===== src/rtl/llc_stats_collector_pkg.sv =====
// Shared cache command/trace definitions for the LLC statistics collector.
// Holds the trace command encoding, the milli-percent ratio scale and the
// collector FSM state encoding. No ports; imported by the collector files.
package llc_stats_collector_pkg;

    localparam int CMD_W = 4;

    typedef enum logic [CMD_W-1:0] {
        RD_DATA  = 4'd0,
        WR_DATA  = 4'd1,
        RD_INSTR = 4'd2,
        SNP_INV  = 4'd3,
        SNP_RD   = 4'd4,
        SNP_WR   = 4'd5,
        SNP_RWIM = 4'd6,
        CLR      = 4'd8,
        PRINT    = 4'd9
    } cmd_e;

    // Hit ratio is reported in milli-percent: 100.000 % == 100000.
    localparam int RATIO_SCALE = 100000;

    typedef enum logic [1:0] {
        ST_IDLE,
        ST_DIV,
        ST_DONE
    } state_e;

endpackage


===== src/rtl/llc_stats_collector_seq_divider.sv =====
// Sequential restoring divider: one quotient bit per cycle, MSB first.
// Ports:
//   clk, reset  clock and synchronous active-high reset
//   start       load dividend/divisor and begin DIV_W iterations
//   dividend    DIV_W-bit numerator
//   divisor     DVS_W-bit denominator (must be non-zero)
//   busy        iterations in progress
//   done        high during the final iteration
//   quotient    low Q_W bits of the final quotient, valid while done is high
module llc_stats_collector_seq_divider #(
    parameter int DIV_W = 49,
    parameter int DVS_W = 33,
    parameter int Q_W   = 17
) (
    input  logic             clk,
    input  logic             reset,
    input  logic             start,
    input  logic [DIV_W-1:0] dividend,
    input  logic [DVS_W-1:0] divisor,
    output logic             busy,
    output logic             done,
    output logic [Q_W-1:0]   quotient
);

    localparam int ITER_W = $clog2(DIV_W);

    logic [DIV_W-1:0]  quo;
    logic [DVS_W-1:0]  rem;
    logic [DVS_W-1:0]  dvs;
    logic [ITER_W-1:0] iter;
    logic [DVS_W:0]    shifted;
    logic              ge;
    logic [DIV_W-1:0]  quo_next;

    // The dividend shifts out of quo's MSB while quotient bits shift in at
    // the LSB, so one register serves both roles. The remainder is always
    // below the divisor, so one extra bit is enough for the trial compare.
    always_comb begin
        shifted  = {rem, quo[DIV_W-1]};
        ge       = (shifted >= {1'b0, dvs});
        quo_next = {quo[DIV_W-2:0], ge};
    end

    assign done     = busy && (iter == '0);
    assign quotient = quo_next[Q_W-1:0];

    always_ff @(posedge clk) begin
        if (reset) begin
            busy <= 1'b0;
            iter <= '0;
            quo  <= '0;
            rem  <= '0;
            dvs  <= '0;
        end else if (start) begin
            busy <= 1'b1;
            iter <= ITER_W'(DIV_W - 1);
            quo  <= dividend;
            rem  <= '0;
            dvs  <= divisor;
        end else if (busy) begin
            quo  <= quo_next;
            rem  <= ge ? DVS_W'(shifted - {1'b0, dvs}) : shifted[DVS_W-1:0];
            iter <= iter - ITER_W'(1);
            if (iter == '0) begin
                busy <= 1'b0;
            end
        end
    end

endmodule


===== src/rtl/llc_stats_collector.sv =====
// LLC run-statistics collector. Counts result events per trace command and,
// on a print command, reports hits, accesses and the hit ratio (milli-percent)
// computed by a sequential divider.
// Ports:
//   clk, reset            clock and synchronous active-high reset
//   ev_valid/ev_ready     event handshake (ready only while idle)
//   ev_cmd, ev_hit        command code and hit/miss outcome
//   reads..snoops         live saturating statistic counters
//   rpt_valid             one-cycle pulse when report fields are updated
//   rpt_hits/accesses     report snapshot, rpt_ratio = hits*100000/accesses
//   err_cmd               sticky flag for undefined commands
module llc_stats_collector
    import llc_stats_collector_pkg::*;
#(
    parameter int CMDSIZE = CMD_W,
    parameter int CNT_W   = 32,
    parameter int RATIO_W = 17,
    parameter int DIV_W   = CNT_W + 17
) (
    input  logic               clk,
    input  logic               reset,
    input  logic               ev_valid,
    output logic               ev_ready,
    input  logic [CMDSIZE-1:0] ev_cmd,
    input  logic               ev_hit,
    output logic [CNT_W-1:0]   reads,
    output logic [CNT_W-1:0]   writes,
    output logic [CNT_W-1:0]   hits,
    output logic [CNT_W-1:0]   misses,
    output logic [CNT_W-1:0]   snoops,
    output logic               rpt_valid,
    output logic [CNT_W-1:0]   rpt_hits,
    output logic [CNT_W:0]     rpt_accesses,
    output logic [RATIO_W-1:0] rpt_ratio,
    output logic               err_cmd
);

    state_e             state, state_next;
    cmd_e               cmd;
    logic               accept;
    logic               is_print;
    logic               div_start;
    logic               div_busy;
    logic               div_done;
    logic [RATIO_W-1:0] div_quo;
    logic [CNT_W:0]     accesses;
    logic [DIV_W-1:0]   dividend;

    function automatic logic [CNT_W-1:0] sat_inc(input logic [CNT_W-1:0] v);
        return (v == {CNT_W{1'b1}}) ? v : v + CNT_W'(1);
    endfunction

    assign cmd       = cmd_e'(ev_cmd);
    assign accept    = ev_valid && ev_ready;
    assign is_print  = accept && (cmd == PRINT);
    assign accesses  = {1'b0, hits} + {1'b0, misses};
    assign dividend  = DIV_W'(hits) * DIV_W'(RATIO_SCALE);
    assign div_start = is_print && (accesses != '0);

    llc_stats_collector_seq_divider #(
        .DIV_W (DIV_W),
        .DVS_W (CNT_W + 1),
        .Q_W   (RATIO_W)
    ) u_div (
        .clk      (clk),
        .reset    (reset),
        .start    (div_start),
        .dividend (dividend),
        .divisor  (accesses),
        .busy     (div_busy),
        .done     (div_done),
        .quotient (div_quo)
    );

    always_ff @(posedge clk) begin
        if (reset) begin
            state <= ST_IDLE;
        end else begin
            state <= state_next;
        end
    end

    always_comb begin
        state_next = state;
        case (state)
            ST_IDLE: begin
                if (is_print) begin
                    state_next = (accesses == '0) ? ST_DONE : ST_DIV;
                end
            end
            ST_DIV: begin
                if (div_done) begin
                    state_next = ST_DONE;
                end else if (!div_busy) begin
                    state_next = ST_IDLE;
                end
            end
            ST_DONE: state_next = ST_IDLE;
            default: state_next = ST_IDLE;
        endcase
    end

    always_comb begin
        ev_ready  = (state == ST_IDLE);
        rpt_valid = (state == ST_DONE);
    end

    always_ff @(posedge clk) begin
        if (reset) begin
            reads   <= '0;
            writes  <= '0;
            hits    <= '0;
            misses  <= '0;
            snoops  <= '0;
            err_cmd <= 1'b0;
        end else if (accept) begin
            case (cmd)
                RD_DATA, RD_INSTR, WR_DATA: begin
                    if (cmd == WR_DATA) begin
                        writes <= sat_inc(writes);
                    end else begin
                        reads <= sat_inc(reads);
                    end
                    if (ev_hit) begin
                        hits <= sat_inc(hits);
                    end else begin
                        misses <= sat_inc(misses);
                    end
                end
                SNP_INV, SNP_RD, SNP_WR, SNP_RWIM: snoops <= sat_inc(snoops);
                CLR: begin
                    reads  <= '0;
                    writes <= '0;
                    hits   <= '0;
                    misses <= '0;
                    snoops <= '0;
                end
                PRINT: ;
                default: err_cmd <= 1'b1;
            endcase
        end
    end

    // No event is accepted between the print command and the end of the
    // division, so the live counters still equal the snapshot when the
    // report is published; fields only change when a report completes.
    always_ff @(posedge clk) begin
        if (reset) begin
            rpt_hits     <= '0;
            rpt_accesses <= '0;
            rpt_ratio    <= '0;
        end else if ((state == ST_DIV) && div_done) begin
            rpt_hits     <= hits;
            rpt_accesses <= accesses;
            rpt_ratio    <= div_quo;
        end else if (is_print && (accesses == '0)) begin
            rpt_hits     <= hits;
            rpt_accesses <= accesses;
            rpt_ratio    <= '0;
        end
    end

endmodule

===== config.mk =====
export PLATFORM = sky130hd
export DESIGN_NAME = llc_stats_collector
export DESIGN_NICKNAME = d
export VERILOG_FILES = /design/src/rtl/llc_stats_collector_pkg.sv /design/src/rtl/llc_stats_collector_seq_divider.sv /design/src/rtl/llc_stats_collector.sv
export SDC_FILE = /design/constraint.sdc
export NUM_CORES = 1
export LEC_CHECK = 0
export BUFFER_PORTS_ARGS = -buffer_cell sky130_fd_sc_hd__clkbuf_2
export CAP_MARGIN = 20
export CELL_PAD_IN_SITES_DETAIL_PLACEMENT = 0
export CELL_PAD_IN_SITES_GLOBAL_PLACEMENT = 1
export CORE_MARGIN = 5
export CORE_UTILIZATION = 46
export DETAILED_ROUTE_END_ITERATION = 8
export PLACE_DENSITY_LB_ADDON = 0.15
export SETUP_SLACK_MARGIN = 0.5
export SYNTH_ARGS = -nofsm -noshare
export SYNTH_HDL_FRONTEND = slang
export SYNTH_HIERARCHICAL = 1
export SYNTH_SLANG_ARGS = --single-unit

===== constraint.sdc =====
create_clock -name clk -period 7.1 [get_ports clk]
set_clock_uncertainty 0.05 [all_clocks]
set_input_delay 0.71 -clock clk [delete_from_list [all_inputs] [get_ports clk]]
set_output_delay 0.71 -clock clk [all_outputs]
set_load 0.02 [all_outputs]

* After elaboration in Yosys (flattened, before gate mapping)
Cells that the tools add are included.
Cells by class: reductions and logical operators 26, $mul 1, magnitude comparators 1, equal/unequal tests 26, mux-type cells 33, bitwise logic cells 1, add/sub/neg operators 8
Operators by type and width (count):
- $mux W32 | 11
- $pmux W32 S2 | 5
- $add A32 B1 Y32 const B | 5
- $eq A32 B32 Y1 const B | 5
- $mux W33 | 3
- $mux W49 | 2
- $mul A32 B12 Y44 const B | 1
- $ge A34 B33 Y1 | 1
- $mux W17 | 2
- $add A32 B32 Y33 | 1
- $logic_not A33 Y1 | 1
- $reduce_bool A33 Y1 | 1
- $sub A33 B33 Y33 | 1
- $ne A2 B2 Y1 const B | 9
- $reduce_and A4 Y1 | 4
- $eq A4 B3 Y1 const B | 3
- $mux W6 | 2
- $reduce_or A9 Y1 | 1
- $eq A4 B2 Y1 const B | 2
- $eq A4 B4 Y1 const B | 2
- $mux W2 | 4
- $reduce_bool A2 Y1 | 4
- $logic_and A1 B1 Y1 | 6
- $logic_not A6 Y1 | 1
- other kinds (16) | 19
Word-level totals: register bits 367, word-level logic and storage cells 113, output and inout port bits 245

* Depth between registers and ports, before layout
Gate-level depths: netlist (run 1).
depth after elaboration 6, mapped depth 23

* Cells and area by module
Netlist (run 1), hierarchy kept.
By module, submodules not included:
- llc_stats_collector | area each 19457.4 sq um, instances 1, cells an instance 2285
- llc_stats_collector_seq_divider | area each 7364.6 sq um, instances 1, cells an instance 918

* Worst setup path after synthesis (run 1)
No wires, ideal clock.
path type register -> register, start point register hits[14], end point register u_div.quo[46], data required time 6.985 ns, clock period less this slack 5.952 ns, data arrival time 5.837 ns, path buffers 0, stages on the path, launching flop included 23, setup slack 1.148 ns, setup time 0.065 ns, cell sequence dfxtp_1 ha_1 ha_1 inv_1 fa_1 inv_1 fa_1 inv_1 fa_1 inv_1 ha_1 a21o_1 a21o_1 a2111oi_0 o32ai_1 or3_1 a211o_1 and3_1 a311oi_1 nor2_1 o311ai_1 a21oi_1 nor2_1
Between the ends: elaborated cells on any way between the ends 6, classes of those cells add/sub: 1; mul: 1; mux: 1; reduce/logical: 3
RTL lines:
- from (decl) | line llc_stats_collector.sv:28 | output logic [CNT_W-1:0] hits,
- from (signal assigned) | line llc_stats_collector.sv:125 | hits <= sat_inc(hits);
- $mul A32 B12 Y44 | line llc_stats_collector.sv:57 | assign dividend = DIV_W'(hits) * DIV_W'(RATIO_SCALE);
- named net dividend[46] | line llc_stats_collector.sv:47 | logic [DIV_W-1:0] dividend;
- $mux W49 | line llc_stats_collector_seq_divider.sv:54 | end else if (start) begin
- to (signal assigned) | line llc_stats_collector_seq_divider.sv:57 | quo <= dividend;
- to (signal assigned) | line llc_stats_collector_seq_divider.sv:61 | quo <= quo_next;
- to (decl) | line llc_stats_collector_seq_divider.sv:27 | logic [DIV_W-1:0] quo;
The timed path passes the listed nets, and every way through them passes these cells. A chain may end at the register's enable or synchronous reset.

* Worst setup path after layout (run 1)
start point register hits[13], end point register u_div.quo[46]
Same word-level chain as after synthesis.

==> results of run 1 <==
==> registers in the layout, indices dropped and copies added, names as in the netlist, 33 cells and up <==
name	cells
rpt_accesses	33
u_div/dvs	33
u_div/rem	33
u_div/quo	49
==> per-stage QoR <==
step           util, %  setup slack (ns)  hold WS [ns]
6_report          52.2             0.836         0.410
5_1_grt           52.2             0.520         0.436
4_1_cts           52.2             0.578         0.413
3_5_place_dp      49.7             0.300         0.404
3_3_place_gp      49.7             0.316         0.395
2_1_floorplan        -              1.15         0.410
==> cell families (layout without fill, tap and decap cells) <==
kind of cell | count (synthesis) | after routing
flip-flops | 367 | 367
AND/OR/NAND/NOR | 1089 | 1089
multiplexers | 150 | 150
buffers and inverters | 428 | 653
AO/OA/AOI/OAI | 569 | 569
XOR/XNOR | 252 | 252
adder cells (fa/ha/maj) | 347 | 347
other | 1 | 5
==> cell usage after synthesis (11+ instances only) <==
master and instances:
fa_1 80, buf_1 13, and2_1 16, a211o_1 12, nor3_1 40, nand4_1 62
nor2_1 372, o21a_1 18, and3_1 45, and4_1 21, a211oi_1 13, nand2_1 309
inv_1 276, clkbuf_1 90, a21o_1 43, o21ai_1 11, a2111oi_0 11, nand3_1 87
dfxtp_1 367, nand2_2 11, a32o_1 17, buf_2 14, nor2b_1 19, ha_1 267
or3_1 37, mux2i_1 148, a21oi_1 196, xor2_1 129, nand2b_1 20, a311oi_1 12
a31oi_1 28, xnor2_1 123, o21ai_0 87, buf_4 22
==> what timing repair did <==
action	in CTS	in global routing
gates resized for setup	2	2
pin swaps	0	0
setup endpoints to repair	3	3
==> layout make-up <==
type,count,area (µm²)
multi-input cells,2412,17700
flip-flops and latches,367,7350
repair buffers,295,1610
clock buffers,64,1280
clock inverters,15,146
inverters,279,1050
well taps,765,957
fillers,5593,27600
==> worst reg2reg max path, delay by kind of cell (launching register included) <==
family	cells	cell delay (ns)
AO/OA/AOI/OAI	8	2.08
AND/OR/NAND/NOR	4	0.81
adder cells (fa/ha/maj)	6	2.59
buffers and inverters	4	0.23
flip-flops	1	0.44
==> layer usage <==
metal  up-vias  track usage [%]
li1      11431                -
met1     11000             33.0
met2       418             41.6
met3       107             3.28
met4         0             7.03
met5         -                0
==> worst max-delay path by stage <==
stage          depth (start not counted)       endpoint     start
3_3_place_gp                          22  u_div/quo[46]  hits[13]
2_1_floorplan                         22  u_div/quo[46]  hits[14]
6_report                              22  u_div/quo[46]  hits[13]
5_1_grt                               22  u_div/quo[46]  hits[21]
4_1_cts                               22  u_div/quo[46]  hits[13]
3_5_place_dp                          22  u_div/quo[46]  hits[13]
==> power groups by stage <==
stage | Combinational [mW] | Sequential, mW | Clock (mW)
global route | 0.173 | 2.07 | 2.36
finish | 0.157 | 2.07 | 2.24
floorplan | 0.112 | 2.12 | 0
detailed placement | 0.156 | 2.11 | 0
CTS | 0.156 | 2.07 | 2.30
global placement | 0.154 | 2.11 | 0
==> cell usage in the layout, fill, tap and decap left out, types with 45 or more instances in the layout <==
cell,netlist,layout
nand3_1,87,87
and3_1,45,45
mux2i_1,148,148
dfxtp_1,367,365
a21oi_1,196,195
fa_1,80,80
nand2_1,309,308
nor2_1,372,372
inv_1,276,276
xor2_1,129,129
nand4_1,62,62
xnor2_1,123,123
ha_1,267,267
clkbuf_2,0,251
o21ai_0,87,87
==> impl_metrics.yaml, run 1 <==
power:
  comb_power_share_pct: 3.5
  p_switching_mw: 1.06
  irDropWorstVdd_v: 0.000178
  p_total_mw: 4.46
  switching_share_pct: 23.8
  powerDensity_nw_per_um2: 148
  pwr-share-seq_pct: 46.4
  p_leak_nw: 14.1
  pwr-share-clk_pct: 50.1
  p_int_mw: 3.40
clocking:
  clk_root_buffer_cell: "clkbuf_16"
  clk_pin_slew_worst_paths_ns: 0.06
  post_cts_buffers: 0
  htreeDepth: 2
  worstSkewPairLatency_ns: 0.61
  holdBufCountCts: 0
  numCtsBuffers: 44
  clock_sinks: 367
  cts_tree: "built"
  clock_path_buffers: 3
placement:
  hpwlAfterDp_um: 63200
  finalWeightedCongestion: 0.904
  post_dp_cell_area_um2: 28700
  io_buffers: 252
  dp_cells: 4116
sta:
  fmax_mhz: 160
  worst_pin_slew_ns: 1.02
  maxSlewHeadroom_pct: 30.5
  finalCriticalPeriod_ns: 6.26
  rsz0062_at_grt: "no"
  setup_viol: 0
  final.setup.tns_ns: 0
  final.period_utilization_pct: 88.2
  hold_viol: 0
  slew_violations: 0
floorplanning:
  initial_core_util_pct: 46.5
  die_area_um2: 63200
  core.rowCount: 88
  io_pins: 253
  dieHeight_um: 251
  die_x_um: 251
  coreArea_um2: 57700
logic_synthesis:
  syn_area_per_cell_um2: 8.37
  synth_edf_count: 0
  yosysWarnings: 6
  synth_async_sr_flop_share_pct: 0
  synth_area_um2: 26800
  synth_compound_area_share_pct: 14.6
  muxShareOfSynthArea_pct: 5.61
  synth_cells: 3203
  ys_types: 101
  yosysTopAreaCellShare_pct: 27.4
  yosysTopAreaCell: "dfxtp_1"
  ys_seq_area_share_pct: 27.4
  synth_seq_cells: 367
  synth_top_family_by_area: "simple AND/OR/NAND/NOR gates"
  synthSimpleGateAreaFrac_pct: 19.1
  synthTopCellsByArea: "dfxtp_1 (27%), ha_1 (12%), fa_1 (6.0%), mux2i_1 (5.5%), nor2_1 (5.2%)"
  synthFlopType: "dfxtp_1"
  synth_fa_ha_area_share_pct: 18.4
  synth-xor-area-share_pct: 8.23
setup_path:
  r2r_cells: 22
  required_ns: 7.58
  rrSetupSlack_ns: 0.84
  cp_max_fo: 8
  max_stage_delay_ns: 0.54
  worstPathArrival_ns: 6.75
  crit_path_start_kind: "flip-flop"
  end_kind: "flip-flop"
  rr_startpoint: "hits[13]"
  slowest_stage: "fa_1"
  worstPathCellList: "ha_1 -> ha_1 -> inv_1 -> fa_1 -> inv_1 -> fa_1 -> inv_1 -> fa_1 -> inv_1 -> ha_1 -> a21o_1 -> a21o_1 -> a2111oi_2 -> o32ai_1 -> or3_1 -> a211o_1 -> and3_1 -> a311oi_2 -> nor2_1 -> o311ai_1 -> a21oi_1 -> nor2_1"
  criticalPathCategory: "reg2reg"
  cpMostUsedCell: "inv_1"
  crit_buf_inv: 4
  reg2reg_to: "u_div/quo[46]"
  critical-path-top-delay-family: "adder cells"
hold_path:
  holdPathEnd: "rpt_accesses[24]"
  hold_start: "rpt_accesses[24]"
  whs_path_depth: 2
  worstHoldPathType: "reg2reg"
route:
  vias: 22956
  drc: 0
  wl_um: 80300
  routedWlPerCell_um: 19.1
  drtAntennaViolNets: 0
  routed.top_layer: "met4"
  dr_wl_met3_um: 3190
  routed_via_density: 5.47
  firstDrtPassIters: 5
  dr.first_iter.drc_count: 1178
  wl_met1_um: 36900
  route.met2.wl_um: 37900
layout:
  diodes: 0
  final_area_um2: 30100
  area_growth_pct: 12.3
  instances_no_fill: 4197
  drive_gt1_share_pct: 12.9
  fin_nets: 3754
global_routing:
  antenna_found_initial: 0
  grt.overflow.total: 0
  grt_pass1_wl_um: 127000
  grtUsageTotal_pct: 24.6
  grt_max_degree: 101
  grt_pass1_vias: 22471
run_status:
  outcome: "completed"
flow_run:
  cap_violations: 0
Power figures use the tool's default switching activity.
==> run 2: changes to the inputs <==
--- a/config.mk
+++ b/config.mk
@@ -12,7 +12,7 @@
 export CORE_MARGIN = 5
 export CORE_UTILIZATION = 46
 export DETAILED_ROUTE_END_ITERATION = 8
-export PLACE_DENSITY_LB_ADDON = 0.15
+export PLACE_DENSITY = 0.79
 export SETUP_SLACK_MARGIN = 0.5
 export SYNTH_ARGS = -nofsm -noshare
 export SYNTH_HDL_FRONTEND = slang
==> impl_metrics.yaml, run 2 (same netlist as run 1, synthesis figures left out) <==
setup_path:
  slowest_stage: "fa_1"
  crit_path_start_kind: "flip-flop"
  cp_max_fo: 8
  criticalPathCategory: "reg2reg"
  worstPathCellList: "ha_1 -> ha_1 -> inv_1 -> fa_1 -> inv_1 -> fa_1 -> inv_1 -> fa_1 -> inv_1 -> ha_1 -> a21o_1 -> a21o_1 -> a2111oi_2 -> o32ai_1 -> or3_1 -> a211o_1 -> and3_1 -> a311oi_4 -> nor2_1 -> o311ai_1 -> a21oi_1 -> nor2_1"
  r2r_cells: 22
  cpMostUsedCell: "inv_1"
  end_kind: "flip-flop"
  crit_start: "hits[13]"
  max_stage_delay_ns: 0.54
  required_ns: 7.57
  rr_startpoint: "hits[13]"
  worstPathArrival_ns: 6.75
route:
  routedWlPerCell_um: 19.2
  routed_via_density: 5.53
  firstDrtPassIters: 6
  wl_met1_um: 36200
  dr_wl_met3_um: 3400
  vias: 23193
  dr.first_iter.drc_count: 1499
  drc: 0
  routed.top_layer: "met5"
  wl_um: 80600
  route.met2.wl_um: 38100
  drtAntennaViolNets: 0
hold_path:
  whs_path_depth: 2
  worstHoldPathType: "reg2reg"
  hold_start: "rpt_accesses[18]"
power:
  powerDensity_nw_per_um2: 152
  switching_share_pct: 23.7
  p_total_mw: 4.59
  comb_power_share_pct: 3.4
  p_int_mw: 3.50
  p_switching_mw: 1.09
  pwr-share-clk_pct: 51.5
  pwr-share-seq_pct: 45.1
  p_leak_nw: 14.2
  irDropWorstVdd_v: 0.000159
layout:
  final_cell_mix: "nor2_1 (372), dfxtp_1 (362), nand2_1 (308), inv_1 (276), ha_1 (267)"
  drive_gt1_share_pct: 13.1
  mostFrequentLayoutCell: "nor2_1"
  diodes: 0
  final_area_um2: 30200
  largest_reg_flops: 49
  area_growth_pct: 12.6
  top_register: "u_div/quo"
  fin_nets: 3748
sta:
  final.setup.tns_ns: 0
  finalCriticalPeriod_ns: 6.28
  rsz0062_at_grt: "no"
  final.period_utilization_pct: 88.5
  fmax_mhz: 159
  hold_viol: 0
  worst_pin_slew_ns: 1.05
  slew_violations: 0
  fin_ws_ns: 0.818
  setup_viol: 0
  maxSlewHeadroom_pct: 28.0
global_routing:
  antenna_found_initial: 1
  grt_pass1_vias: 22464
  grt_pass1_wl_um: 127000
  grt.overflow.total: 0
  grtUsageTotal_pct: 24.6
  grt_max_degree: 93
floorplanning:
  io_pins: 253
  dieHeight_um: 251
  coreArea_um2: 57700
  die_area_um2: 63200
  core.rowCount: 88
  die_x_um: 251
  initial_core_util_pct: 46.5
clocking:
  htreeDepth: 2
  clk_root_buffer_cell: "clkbuf_16"
  numCtsBuffers: 44
  cts_tree: "built"
  clock_sinks: 367
  clock_path_buffers: 3
  worstSkewPairLatency_ns: 0.60
  clk_pin_slew_worst_paths_ns: 0.06
  post_cts_buffers: 0
placement:
  finalWeightedCongestion: 0.927
  pre_cts_ws_ns: 0.291
  io_buffers: 252
  post_dp_cell_area_um2: 28600
  hpwlAfterDp_um: 63000
run_status:
  outcome: "completed"
flow_run:
  cap_violations: 0
run 2: changes by cell type in the layout (fill, tap and decap cells not counted), moves of 2 or more:
cell / delta
buf_4: -5
bufinv_16: +2
clkbuf_1: -7
clkbuf_8: +3
clkinv_8: +2
clkinvlp_4: +2
dfxtp_1: -3
dfxtp_2: +3
run 2: layout make-up:
cell class              count  area, µm²
clock buffers              60       1290
clock inverters            21        239
fillers                  5568      27500
inverters                 279       1050
multi-input cells        2412      17800
flip-flops and latches    367       7360
well taps                 765        957
repair buffers            289       1540
run 2: what timing repair did:
action,CTS,global route
setup endpoints to repair,3,4
resized for setup,2,6
hold endpoints to repair,0,0
hold buffers,0,0
run 2: per-stage QoR:
stage          hold slack [ns]  utilization [%]  std cells
2_1_floorplan            0.410                -       3207
3_3_place_gp             0.394             49.6       4111
3_5_place_dp             0.403             49.6       4111
4_1_cts                  0.411             52.3       4192
5_1_grt                  0.426             52.3       4193
6_report                 0.409             52.3       4193
run 2: worst paths after layout:
path	to	slack (ns)
min reg2reg	rpt_accesses[18]	0.41
max	u_div/quo[46]	0.82
min	rpt_accesses[18]	0.41
max reg2reg	u_div/quo[46]	0.82
run 2: per-layer routing:
metal	up-vias	global-route usage, %
li1	11407	-
met1	11157	32.8
met5	-	0
met4	2	8.05
met3	144	3.80
met2	483	41.1
run 2: power groups by stage:
stage,clock (mW),sequential [mW],combinational [mW]
global placement,0,2.11,0.155
global route,2.51,2.07,0.172
CTS,2.42,2.07,0.157
floorplan,0,2.12,0.112
finish,2.36,2.07,0.157
detailed placement,0,2.11,0.157
run 2: worst max-delay path, delay by kind of cell, from the launching register on:
kind,cells,cell delay [ns]
compound gates,8,2.04
flops,1,0.44
simple gates,4,0.82
fa+ha+maj,6,2.60
buf+inv,4,0.25
==> run 3: changes to the inputs <==
--- a/config.mk
+++ b/config.mk
@@ -12,7 +12,7 @@
 export CORE_MARGIN = 5
 export CORE_UTILIZATION = 46
 export DETAILED_ROUTE_END_ITERATION = 8
-export PLACE_DENSITY = 0.79
+export PLACE_DENSITY_LB_ADDON = 0.1
 export SETUP_SLACK_MARGIN = 0.5
 export SYNTH_ARGS = -nofsm -noshare
 export SYNTH_HDL_FRONTEND = slang
==> impl_metrics.yaml, run 3 (same netlist as run 1, synthesis figures left out) <==
layout:
  largest_reg_flops: 49
  final_area_um2: 30300
  top_register: "u_div/quo"
  diodes: 0
  area_growth_pct: 12.9
  fin_nets: 3748
  drive_gt1_share_pct: 13.0
  final_core_utilization_pct: 52.5
  final_cell_mix: "nor2_1 (372), dfxtp_1 (365), nand2_1 (308), inv_1 (276), ha_1 (267)"
  mostFrequentLayoutCell: "nor2_1"
global_routing:
  grt_pass1_vias: 22376
  grt.overflow.total: 0
  grtUsageMet3_pct: 3.64
  gr-usage-met1_pct: 33.2
  globalRouteMet2Util_pct: 42.1
  grt_max_degree: 101
  grtUsageTotal_pct: 24.8
  antenna_found_initial: 0
  busiest_layer: "met2"
  grt_pass1_wl_um: 127000
setup_path:
  end_kind: "flip-flop"
  reg2reg_to: "u_div/quo[46]"
  critical-path-top-delay-family: "adder cells"
  criticalPathCategory: "reg2reg"
  crit_buf_inv: 4
  max_stage_delay_ns: 0.55
  required_ns: 7.57
  cp_max_fo: 8
  crit_path_start_kind: "flip-flop"
  rr_startpoint: "hits[13]"
  crit_cells: 22
  slowest_stage: "fa_1"
  cpMostUsedCell: "inv_1"
  worstPathArrival_ns: 6.81
  worstPathCellList: "ha_1 -> ha_1 -> inv_1 -> fa_1 -> inv_1 -> fa_1 -> inv_1 -> fa_1 -> inv_1 -> ha_1 -> a21o_1 -> a21o_1 -> a2111oi_2 -> o32ai_1 -> or3_1 -> a211o_1 -> and3_1 -> a311oi_2 -> nor2_1 -> o311ai_1 -> a21oi_1 -> nor2_1"
  r2r_cells: 22
  rrSetupSlack_ns: 0.76
sta:
  setup_viol: 0
  rsz0062_at_grt: "yes"
  maxSlewHeadroom_pct: 30.6
  worst_hold_slack_ns: 0.409
  hold_viol: 0
  fmax_mhz: 158
  worst_pin_slew_ns: 1.03
  final.period_utilization_pct: 89.3
  finalCriticalPeriod_ns: 6.34
  final.setup.tns_ns: 0
  slew_violations: 0
clocking:
  worstSkewPairLatency_ns: 0.58
  clk_pin_slew_worst_paths_ns: 0.06
  clk_root_buffer_cell: "clkbuf_16"
  htreeDepth: 2
  clock_sinks: 367
  holdBufCountCts: 0
  clock_path_buffers: 3
  cts_tree: "built"
  numCtsBuffers: 45
placement:
  hpwlAfterDp_um: 63600
  post_dp_cell_area_um2: 28600
  io_buffers: 252
  finalWeightedCongestion: 0.897
route:
  vias: 23003
  wl_um: 81400
  drc: 0
  firstDrtPassIters: 5
  routedWlPerCell_um: 19.4
  dr.first_iter.drc_count: 1360
  drtAntennaViolNets: 0
  routed_via_density: 5.48
power:
  comb_power_share_pct: 3.4
  p_switching_mw: 1.07
  powerDensity_nw_per_um2: 156
  p_int_mw: 3.65
  p_leak_nw: 14.2
  switching_share_pct: 22.7
  pwr-share-seq_pct: 43.7
  pwr-share-clk_pct: 52.9
  irDropWorstVdd_v: 0.000171
  p_total_mw: 4.73
flow_run:
  cap_violations: 0
floorplanning:
  io_pins: 253
  die_area_um2: 63200
  coreArea_um2: 57700
  initial_core_util_pct: 46.5
  dieHeight_um: 251
  core.rowCount: 88
  die_x_um: 251
hold_path:
  holdPathEnd: "rpt_accesses[24]"
  worstHoldPathType: "reg2reg"
  whs_path_depth: 2
  hold_start: "rpt_accesses[24]"
run_status:
  outcome: "completed"
run 3: worst min-delay path: cells and delay by family (launching register included):
kind	cells	cell delay (ns)
flip-flops	1	0.31
AND/OR/NAND/NOR	1	0.05
multiplexers	1	0.05
run 3: metrics by stage:
step,worst slack [ns],instances
after floorplan,1.15,3207
after global placement,0.245,4108
after detailed placement,0.219,4109
after CTS,0.636,4192
after global routing,0.458,4194
final,0.760,4194
run 3: power groups by stage:
stage / sequential, mW / combinational (mW) / clock (mW)
2_1_floorplan: 2.12 / 0.112 / 0
4_1_cts: 2.07 / 0.158 / 2.57
6_report: 2.07 / 0.159 / 2.50
3_5_place_dp: 2.11 / 0.157 / 0
3_3_place_gp: 2.11 / 0.155 / 0
5_1_grt: 2.07 / 0.173 / 2.66
run 3: per-layer routing:
layer,vias up,wire [µm]
li1,11416,-
met1,11025,36900
met2,450,38900
met3,112,3430
met4,0,2170
met5,-,0
run 3: worst max path at each step:
stage / startpoint / end / slack (ns)
6_report: hits[13] / u_div/quo[46] / 0.76
5_1_grt: hits[13] / u_div/quo[46] / 0.46
4_1_cts: hits[13] / u_div/quo[46] / 0.64
3_5_place_dp: hits[13] / u_div/quo[46] / 0.22
3_3_place_gp: hits[13] / u_div/quo[46] / 0.25
2_1_floorplan: hits[14] / u_div/quo[46] / 1.15
run 3: timing repair:
action                                  4_1_cts  5_1_grt
resized for setup                             3        3
endpoints found under the setup margin        3        7
endpoints found under the hold margin         0        0
setup buffers                                 0        0
run 3: cell type report:
type	count	area (µm²)
Sequential cell	367	7350
Tap cell	765	957
Inverter	279	1050
Clock buffer	62	1310
Timing Repair Buffer	288	1560
Multi-Input combinational cell	2412	17700
Clock inverter	21	298
Fill cell	5569	27400
